===== src/rtl/frac_uint_multiplier.sv =====
// frac_uint_multiplier: bit-serial signed-fraction x unsigned-integer multiplier, one partial product per CE cycle.
//
// Ports:
//   i_clk          system clock
//   i_reset        synchronous active-high reset (priority over i_ce)
//   i_ce           clock enable; when low all state, including outputs, holds
//   i_in_valid     operands present this cycle
//   i_frac_in      signed Q0.(FRAC_BITS-1) fraction
//   i_b_in         unsigned integer operand
//   o_in_ready     block idle; operands accepted on i_in_valid & o_in_ready & i_ce
//   o_result_ready one-CE-cycle pulse marking a new o_mul_result
//   o_mul_result   signed result (i_frac_in * i_b_in) >>> (FRAC_BITS-1), held until the next result
//
// Build option: define THEREMIN_MUL_ROUND_EN to round half up instead of flooring.
module frac_uint_multiplier #(
    parameter int OPERAND_BITS = 30,
    parameter int FRAC_BITS    = 25
) (
    input  logic                         i_clk,
    input  logic                         i_reset,
    input  logic                         i_ce,
    input  logic                         i_in_valid,
    input  logic [FRAC_BITS-1:0]         i_frac_in,
    input  logic [OPERAND_BITS-1:0]      i_b_in,
    output logic                         o_in_ready,
    output logic                         o_result_ready,
    output logic signed [OPERAND_BITS:0] o_mul_result
);
    // F+O bits hold the exact product; the accumulator only ever needs one bit less
    // before the final step, since at most FRAC_BITS-1 fraction bits have been folded in.
    localparam int AW = FRAC_BITS + OPERAND_BITS;
    localparam int CW = $clog2(FRAC_BITS);
    localparam logic [CW-1:0] CNT_MAX = CW'(FRAC_BITS - 1);

    typedef enum logic {IDLE, RUN} state_t;

    state_t                      r_state;
    logic [FRAC_BITS-1:0]        r_frac;
    logic [OPERAND_BITS-1:0]     r_b;
    logic [AW-2:0]               r_acc;
    logic [CW-1:0]               r_cnt;
    logic                        r_result_ready;
    logic signed [OPERAND_BITS:0] r_mul_result;

    logic [AW-1:0]               w_b_ext;
    logic [AW-1:0]               w_addend;
    logic [AW-1:0]               w_acc_next;
    logic [OPERAND_BITS:0]       w_result;

    // MSB-first Horner evaluation: the sign bit, processed first, carries weight -1.
    assign w_b_ext    = {{FRAC_BITS{1'b0}}, r_b};
    assign w_addend   = !r_frac[r_cnt] ? '0 : (r_cnt == CNT_MAX ? -w_b_ext : w_b_ext);
    assign w_acc_next = {r_acc, 1'b0} + w_addend;

`ifdef THEREMIN_MUL_ROUND_EN
    // Adding half an LSB before flooring equals adding the first discarded bit after flooring.
    assign w_result = w_acc_next[AW-1 -: OPERAND_BITS+1] + (OPERAND_BITS+1)'(w_acc_next[FRAC_BITS-2]);
`else
    assign w_result = w_acc_next[AW-1 -: OPERAND_BITS+1];
`endif

    assign o_in_ready     = (r_state == IDLE);
    assign o_result_ready = r_result_ready;
    assign o_mul_result   = r_mul_result;

    always_ff @(posedge i_clk) begin
        if (i_reset) begin
            r_state        <= IDLE;
            r_frac         <= '0;
            r_b            <= '0;
            r_acc          <= '0;
            r_cnt          <= '0;
            r_result_ready <= 1'b0;
            r_mul_result   <= '0;
        end else if (i_ce) begin
            r_result_ready <= 1'b0;
            if (r_state == IDLE) begin
                if (i_in_valid) begin
                    r_frac  <= i_frac_in;
                    r_b     <= i_b_in;
                    r_acc   <= '0;
                    r_cnt   <= CNT_MAX;
                    r_state <= RUN;
                end
            end else begin
                r_acc <= w_acc_next[AW-2:0];
                r_cnt <= r_cnt - CW'(1);
                if (r_cnt == '0) begin
                    r_mul_result   <= w_result;
                    r_result_ready <= 1'b1;
                    r_state        <= IDLE;
                end
            end
        end
    end
endmodule

===== config.mk =====
export PLATFORM = sky130hd
export DESIGN_NAME = frac_uint_multiplier
export DESIGN_NICKNAME = d
export VERILOG_FILES = /design/src/rtl/frac_uint_multiplier.sv
export SDC_FILE = /design/constraint.sdc
export NUM_CORES = 1
export LEC_CHECK = 0
export ABC_CLOCK_PERIOD_IN_PS = 4900
export CAP_MARGIN = 40
export CORE_UTILIZATION = 45
export CTS_CLUSTER_DIAMETER = 100
export CTS_CLUSTER_SIZE = 25
export DETAILED_ROUTE_END_ITERATION = 8
export GPL_TIMING_DRIVEN = 1
export PLACE_DENSITY = 0.64
export SYNTH_ARGS = -nofsm -noshare
export SYNTH_HDL_FRONTEND = slang
export SYNTH_SLANG_ARGS = --single-unit

===== constraint.sdc =====
create_clock -name i_clk -period 4.9 [get_ports i_clk]
set_input_delay 1.225 -clock i_clk [delete_from_list [all_inputs] [get_ports i_clk]]
set_output_delay 1.225 -clock i_clk [all_outputs]
set_load 0.01 [all_outputs]

== Yosys cells after proc, flatten, opt, wreduce, memory -nomap -nowiden ==
Cells that the tools add are included.
Word-level totals
  register bits: 147
  logic and storage cells: 31
Operators by class
  $add $sub $neg: 3
  muxes and demuxes: 13
  eq/ne operators: 1
  magnitude comparators: 1
  reductions and logical operators: 5
  bitwise logic cells: 1
Operators by type and width (number)
  $mux W55: 2
  $mux W54: 2
  $add A55 B55 Y55: 1
  $neg A30 Y55: 1
  $mux W5: 2
  $lt A5 B6 Y1 const B: 1
  $mux W1: 6
  $reduce_and A3 Y1: 2
  $bmux W1 S5: 1
  $eq A5 B5 Y1 const B: 1
  $logic_not A5 Y1: 1
  $sub A5 B1 Y5 const B: 1
  $reduce_and A2 Y1: 1
  $reduce_bool A2 Y1: 1
  $not A1 Y1: 1

== Logic depth before layout (Yosys ltp) ==
Gate-level depths: netlist of the first run.
  word-level depth: 5
  gate-level depth with buffers: 24
  mapped depth without buffers: 23

== Worst setup path after synthesis of the first run ==
No wires, ideal clock.
  path type: register to register
  start: register r_cnt[0]
  end: register r_mul_result[27] (netlist: o_mul_result[27])
  required time: 4766 ps
  setup slack: -106 ps
  library setup time: 134 ps
  arrival time: 4872 ps
  cell stages (with the launch flop): 20
  cell sequence: dfxtp_1 buf_2 mux4_2 mux4_2 o21ai_0 clkbuf_1 clkbuf_1 nor2_1 ha_1 and2_2 nand4_1 o221a_1 and2_4 o41a_1 o31ai_2 a21oi_1 o31ai_2 o22ai_1 xor2_1 a211oi_2
On the way
  word-level cells in the longest chain between the ends: 4
  elaborated cells on any way between the ends: 8
  classes of those cells: add/sub (1); eq/ne (1); mux (4); reduce/logical (2)
RTL lines
  start: declaration: RTL line 41  | logic [CW-1:0] r_cnt;
  start signal: assignment: RTL line 87  | r_cnt <= r_cnt - CW'(1);
  $bmux W1 S5 or $eq A5 B5 Y1 (tied branches): RTL line 52  | assign w_addend = !r_frac[r_cnt] ? '0 : (r_cnt == CNT_MAX ? -w_b_ext : w_b_ext);
  $mux W1 (not written as such) or $mux W55 (tied branches): RTL line 52
  $mux W55: RTL line 52
  $add A55 B55 Y55: RTL line 53  | assign w_acc_next = {r_acc, 1'b0} + w_addend;
  end signal: assignment: RTL line 89  | r_mul_result <= w_result;
  end: declaration: RTL line 43  | logic signed [OPERAND_BITS:0] r_mul_result;
Parallel ways exist; a longest one is shown, timed or not. The select of a mux whose other input is x is not followed.
A chain may end at the register's enable or synchronous reset.

== Worst setup path after layout of the first run ==
  start: register r_cnt[0]
  end: register r_mul_result[30] (netlist: o_mul_result[30])
The elaborated chain is that of the path after synthesis.

==> metrics.cfg, run 1 <==
[run_status]
status=completed

[power_and_ir_drop]
power_mw=2.91
power.density_mw_per_mm2=256
ir_drop_uv=244
p_leak_nw=4.57

[placed_design]
port-buffer-count=91
place.gp.congestion=0.879
place_hpwl_microns=18100
placedCellCount=1525
place_area_sq_mm=0.0106

[timing]
tightest_slew_ns=0.789
slew_headroom_pct=47.4
fin_setup_tns_ns=0
setup_viol=0
finalHoldViolCount=0
rsz0062_at_grt=true
slew_viol_final=0
fmax_mhz=210
fin_crit_ns=4.76
finClkSkew_ns=0.00906
fin_crit_sh_pct=97.2

[worst_setup_path]
critical-path-top-delay-family=compound AO/OA/AOI/OAI gates
cp.arrival_ns=5.11
crit_path_end_kind=flop
worst_setup_path_start_kind=flop
worstPathBufferInverterCount=3
cp_max_fo=13
cp_slowest_cell=mux4_2
slowest_delay_ns=0.49
worstSetupPathType=reg -> reg
crit_required_ns=5.25
crit_path_cell_trace=buf_4 -> mux4_2 -> mux4_2 -> o21ai_2 -> buf_12 -> buf_4 -> a21oi_1 -> ha_2 -> a21oi_1 -> o21ai_1 -> nor2b_2 -> o32ai_2 -> a2111oi_4 -> or2_1 -> a221oi_2 -> o31a_1 -> o21ai_2 -> a21o_1 -> a211oi_1

[route]
drc=0
detail_route.wl_per_cell_microns=15.9
drt-initial-drc-count=490
wirelength_microns=24900
via_per_inst=5.51
drtPass1Iterations=5
vias=8606
ant_nets=0

[synth]
yosys_warnings=0
synth_cell_types=66
synth_edf_count=0
yosysSeqAreaShare_pct=32.6
netlist_area_sq_mm=0.00904
synth_cells=1177
async_flop_share_pct=0
synth_seq_cells=147
syn_avg_cell_area_sq_um=7.68
synthFlopType=dfxtp_1
syn-num-nets=1293

[global_routing]
grt_usage_pct=25.5
grt_start_max_net_pins=73
grt_pass1_vias=8134
grt_pass1_wl_microns=41400
antenna_found_initial=0
gr-total-overflow=0

[floorplanning]
die_h_microns=144
die_w_microns=144
rows=51
io_pins=92
placeableCoreArea_sq_mm=0.0196
start_util_pct=46.1
die_area_sq_mm=0.0207

[finish]
seqCellArea_sq_mm=0.00295
final_cell_mix=nand2_1, a21oi_1, dfxtp_1
fin_cells=1563
fillers=1871
fin_area_sq_mm=0.0113
nets=1402
diodes=0
mostFrequentLayoutCell=nand2_1
area_delta_synth_final_pct=25.4
drive_gt1_share_pct=12.9
multiInputGateArea_sq_mm=0.00587

[clock_tree]
h-tree-depth=4
cts_tree=built
numCtsBuffers=17
cts_hold_buf=0
clk_pin_slew_ns=0.06
clock-sinks=147
cts_root_buffer=clkbuf_16
insertion_delay_ns=0.43
cts_buffer_depth=2

[run]
drv_cap=0

[worst_hold_path]
hold_path_class=reg -> reg

==> stage by stage <==
stage	setup WS (ns)	hold slack, ns	util, %
global route	-0.0710	0.463	57.8
floorplan	-0.0210	0.432	-
finish	0.139	0.451	57.8
detailed placement	0.0174	0.445	53.9
CTS	0.0162	0.454	56.8
global placement	0.139	0.443	53.8
==> cell type report <==
class	count	area share (%)
clock inverter	10	0.894
clock buffer	21	4.06
multi-input combinational	927	51.8
sequential	147	26.0
timing repair buffer	170	13.5
inverter	23	0.762
tap	265	2.93
==> synthesized netlist by cell type, types with 6 or more instances <==
| library cell | count | area (sq um) |
|---|---|---|
| a211oi_1 | 10 | 75.1 |
| a21o_1 | 33 | 248 |
| a21oi_1 | 160 | 801 |
| a22o_1 | 23 | 201 |
| a22oi_1 | 23 | 173 |
| a31oi_1 | 7 | 43.8 |
| and2_1 | 8 | 50.1 |
| buf_2 | 6 | 30.0 |
| clkbuf_1 | 69 | 259 |
| dfxtp_1 | 147 | 2940 |
| ha_1 | 56 | 701 |
| inv_1 | 23 | 86.3 |
| mux4_2 | 7 | 158 |
| nand2_1 | 217 | 815 |
| nand3_1 | 13 | 65.1 |
| nand4_1 | 16 | 100 |
| nor2_1 | 116 | 435 |
| nor3_1 | 18 | 90.1 |
| o21ai_0 | 32 | 160 |
| o21bai_1 | 11 | 82.6 |
| o31ai_1 | 7 | 52.6 |
| or3_1 | 11 | 68.8 |
| xnor2_1 | 48 | 420 |
| xor2_1 | 29 | 254 |
==> where the power goes <==
part | total [mW] | switching [mW] | internal (mW)
clock | 1.26 | 0.534 | 0.727
sequential | 1.25 | 0.0299 | 1.22
combinational | 0.391 | 0.219 | 0.172
==> worst register-to-register path: cells and delay by family, from the launching register on <==
family,cells,cell delay (ns)
AOI/OAI and AO/OA,11,2.12
adders and majority gates,1,0.33
buffers and inverters,3,0.46
DFF,1,0.34
muxes,2,0.97
and+or+nand+nor,2,0.45
==> registers in the layout (all words and copies together), names as in the netlist <==
name,cells
r_acc,54
o_mul_result,31
r_b,30
r_frac,25
r_cnt,5
o_result_ready,1
r_state,1
==> path summary, 6_finish.rpt <==
check                  start               end  slack, ns  depth (start not counted)
min          o_mul_result[9]   o_mul_result[9]       0.45                          2
max reg2reg         r_cnt[0]  o_mul_result[30]       0.14                         19
max                 r_cnt[0]  o_mul_result[30]       0.14                         19
min reg2reg  o_mul_result[9]   o_mul_result[9]       0.45                          2
==> layer usage <==
layer	GRT usage [%]	vias up	wire [microns]	share of wire, %
met5	0	-	0	0
met4	7.84	0	437	1.8
met3	4.73	42	1020	4.1
met2	40.1	215	11200	45
met1	35.2	3991	12200	49
li1	-	4358	-	-
==> logic make-up (layout without fill, tap and decap cells) <==
| kind of cell | count (synthesis) | count (layout) | synth area share, % |
|---|---|---|---|
| adder cells (fa/ha/maj) | 57 | 57 | 7.98 |
| AO/OA/AOI/OAI | 350 | 350 | 24.8 |
| AND/OR/NAND/NOR | 435 | 435 | 21.0 |
| buffers and inverters | 103 | 224 | 4.36 |
| multiplexers | 8 | 8 | 1.86 |
| XOR/XNOR | 77 | 77 | 7.46 |
| flip-flops | 147 | 147 | 32.6 |
==> repair_timing <==
item,CTS,global route
pin swaps,0,12
resized for setup,2,37
endpoints found under the setup margin,2,43
buffers inserted,0,7
Power figures use the tool's default switching activity.
==> run 2: changes to the inputs <==
--- a/config.mk
+++ b/config.mk
@@ -12,7 +12,9 @@
 export CTS_CLUSTER_SIZE = 25
 export DETAILED_ROUTE_END_ITERATION = 8
 export GPL_TIMING_DRIVEN = 1
+export MAX_ROUTING_LAYER = met4
 export PLACE_DENSITY = 0.64
+export SLEW_MARGIN = 20
 export SYNTH_ARGS = -nofsm -noshare
 export SYNTH_HDL_FRONTEND = slang
 export SYNTH_SLANG_ARGS = --single-unit
==> metrics.cfg, run 2 (same netlist as run 1, synthesis figures left out) <==
[power_and_ir_drop]
ir_drop_uv=256
p_leak_nw=4.60
power.density_mw_per_mm2=267

[worst_setup_path]
crit_required_ns=5.25
cp_max_fo=12
crit_path_cell_trace=buf_4 -> mux4_2 -> mux2i_1 -> nor2_1 -> a31oi_1 -> nand2_1 -> o21ai_2 -> buf_12 -> buf_4 -> nor2_1 -> ha_1 -> nand4_1 -> nor3_1 -> o21ai_2 -> a2111oi_4 -> or2_1 -> a221oi_2 -> o31a_1 -> o21ai_2 -> xnor2_1 -> o31ai_2
worst_setup_path_start_kind=flop
path_common_cell=o21ai_2
cp.arrival_ns=4.97
slowest_delay_ns=0.48
cp_slowest_cell=mux4_2
crit_path_end_kind=flop
worstSetupPathType=reg -> reg

[global_routing]
grt_pass1_vias=8059
grt_start_max_net_pins=65
gr-total-overflow=0
grt_usage_pct=25.9
grt_pass1_wl_microns=40700
antenna_found_initial=0

[route]
dr_wl_met3_microns=1320
top_layer=met4
wl_met1_microns=12000
detail_route.wl_per_cell_microns=15.9
ant_nets=0
drtPass1Iterations=6
via_per_inst=5.55
wl_met2_microns=11100
vias=8657
wirelength_microns=24700
drc=0
drt-initial-drc-count=595

[timing]
rsz0062_at_grt=true
tightest_slew_ns=0.707
finClkSkew_ns=0.00959
setup_viol=0
slew_viol_final=0
finalHoldViolCount=0
fmax_mhz=216
fin_crit_sh_pct=94.4
slew_headroom_pct=52.8
fin_crit_ns=4.63

[clock_tree]
cts_buffer_depth=2
clk_pin_slew_ns=0.06
insertion_delay_ns=0.43
h-tree-depth=4
cts_root_buffer=clkbuf_16
numCtsBuffers=17
cts_tree=built
clock-sinks=147

[placed_design]
place_area_sq_mm=0.0106
place.gp.congestion=0.884
port-buffer-count=91
placedCellCount=1527
place_hpwl_microns=17800

[floorplanning]
die_h_microns=144
placeableCoreArea_sq_mm=0.0196
start_util_pct=46.1
rows=51
die_w_microns=144
die_area_sq_mm=0.0207
io_pins=92

[finish]
fin_cells=1560
area_delta_synth_final_pct=26.2
largest_reg_flops=54
fin_area_sq_mm=0.0114
mostFrequentLayoutCell=nand2_1
nets=1398
top_register=r_acc
drive_gt1_share_pct=13.0
fillers=1806
final_cell_mix=nand2_1, a21oi_1, dfxtp_1
diodes=0

[run_status]
status=completed

[worst_hold_path]
hold_path_class=reg -> reg

[run]
drv_cap=0

==> run 2: changes by cell type in the layout (fill, tap and decap cells not counted), sizes merged <==
cell	change
buf	-4
clkinv	+3
clkinvlp	-3
bufinv	+2
clkbuf	-1
==> run 2: stage by stage <==
step	setup slack [ns]	utilization [%]	power, mW	TNS, ns	hold slack (ns)
after floorplan	-0.0210	-	1.49	-0.0210	0.432
after global placement	0.148	54.1	1.66	0	0.442
after detailed placement	0.0912	54.1	1.66	0	0.445
after CTS	0.0511	57.3	3.06	0	0.453
after global routing	-0.0590	58.2	3.17	-0.156	0.470
final	0.273	58.2	3.04	0	0.453
==> run 2: area by class of cell <==
class	count	area [sq um]	share of cell area [%]
Clock inverter	12	171	1.50
Sequential cell	147	2950	25.8
Clock buffer	20	457	4.00
Tap cell	265	332	2.91
Inverter	23	86.3	0.757
Timing Repair Buffer	166	1520	13.3
Multi-Input combinational cell	927	5890	51.6
==> run 2: power by group <==
| group | switching [mW] | leakage, nW | internal, mW |
|---|---|---|---|
| registers | 0.0290 | 1.19 | 1.22 |
| logic | 0.220 | 3.10 | 0.172 |
| clock network | 0.557 | 0.307 | 0.840 |
| total | 0.807 | 4.60 | 2.23 |
==> run 2: per-layer routing <==
layer | global-route usage (%) | vias to the layer above
li1 | - | 4346
met2 | 39.4 | 247
met1 | 35.3 | 4035
met5 | - | -
met4 | 6.89 | 0
met3 | 4.27 | 29
==> run 2: repair_timing <==
action                     CTS  global route
buffers inserted             0             0
hold buffers                 0             0
gates resized for setup      0            39
setup endpoints to repair    0            39
==> run 2: critical path, delay by kind of cell, from the launching register on <==
kind | cells | cell delay, ns
mux | 2 | 0.63
flops | 1 | 0.40
simple gates | 6 | 1.00
buf+inv | 3 | 0.46
xor+xnor | 1 | 0.12
fa+ha+maj | 1 | 0.36
compound gates | 8 | 1.58
==> run 2: worst paths after layout <==
path,slack (ns),depth (start not counted),start,endpoint
max,0.27,21,r_cnt[0],o_mul_result[28]
min,0.45,2,o_mul_result[8],o_mul_result[8]
min reg2reg,0.45,2,o_mul_result[8],o_mul_result[8]
max reg2reg,0.27,21,r_cnt[0],o_mul_result[28]
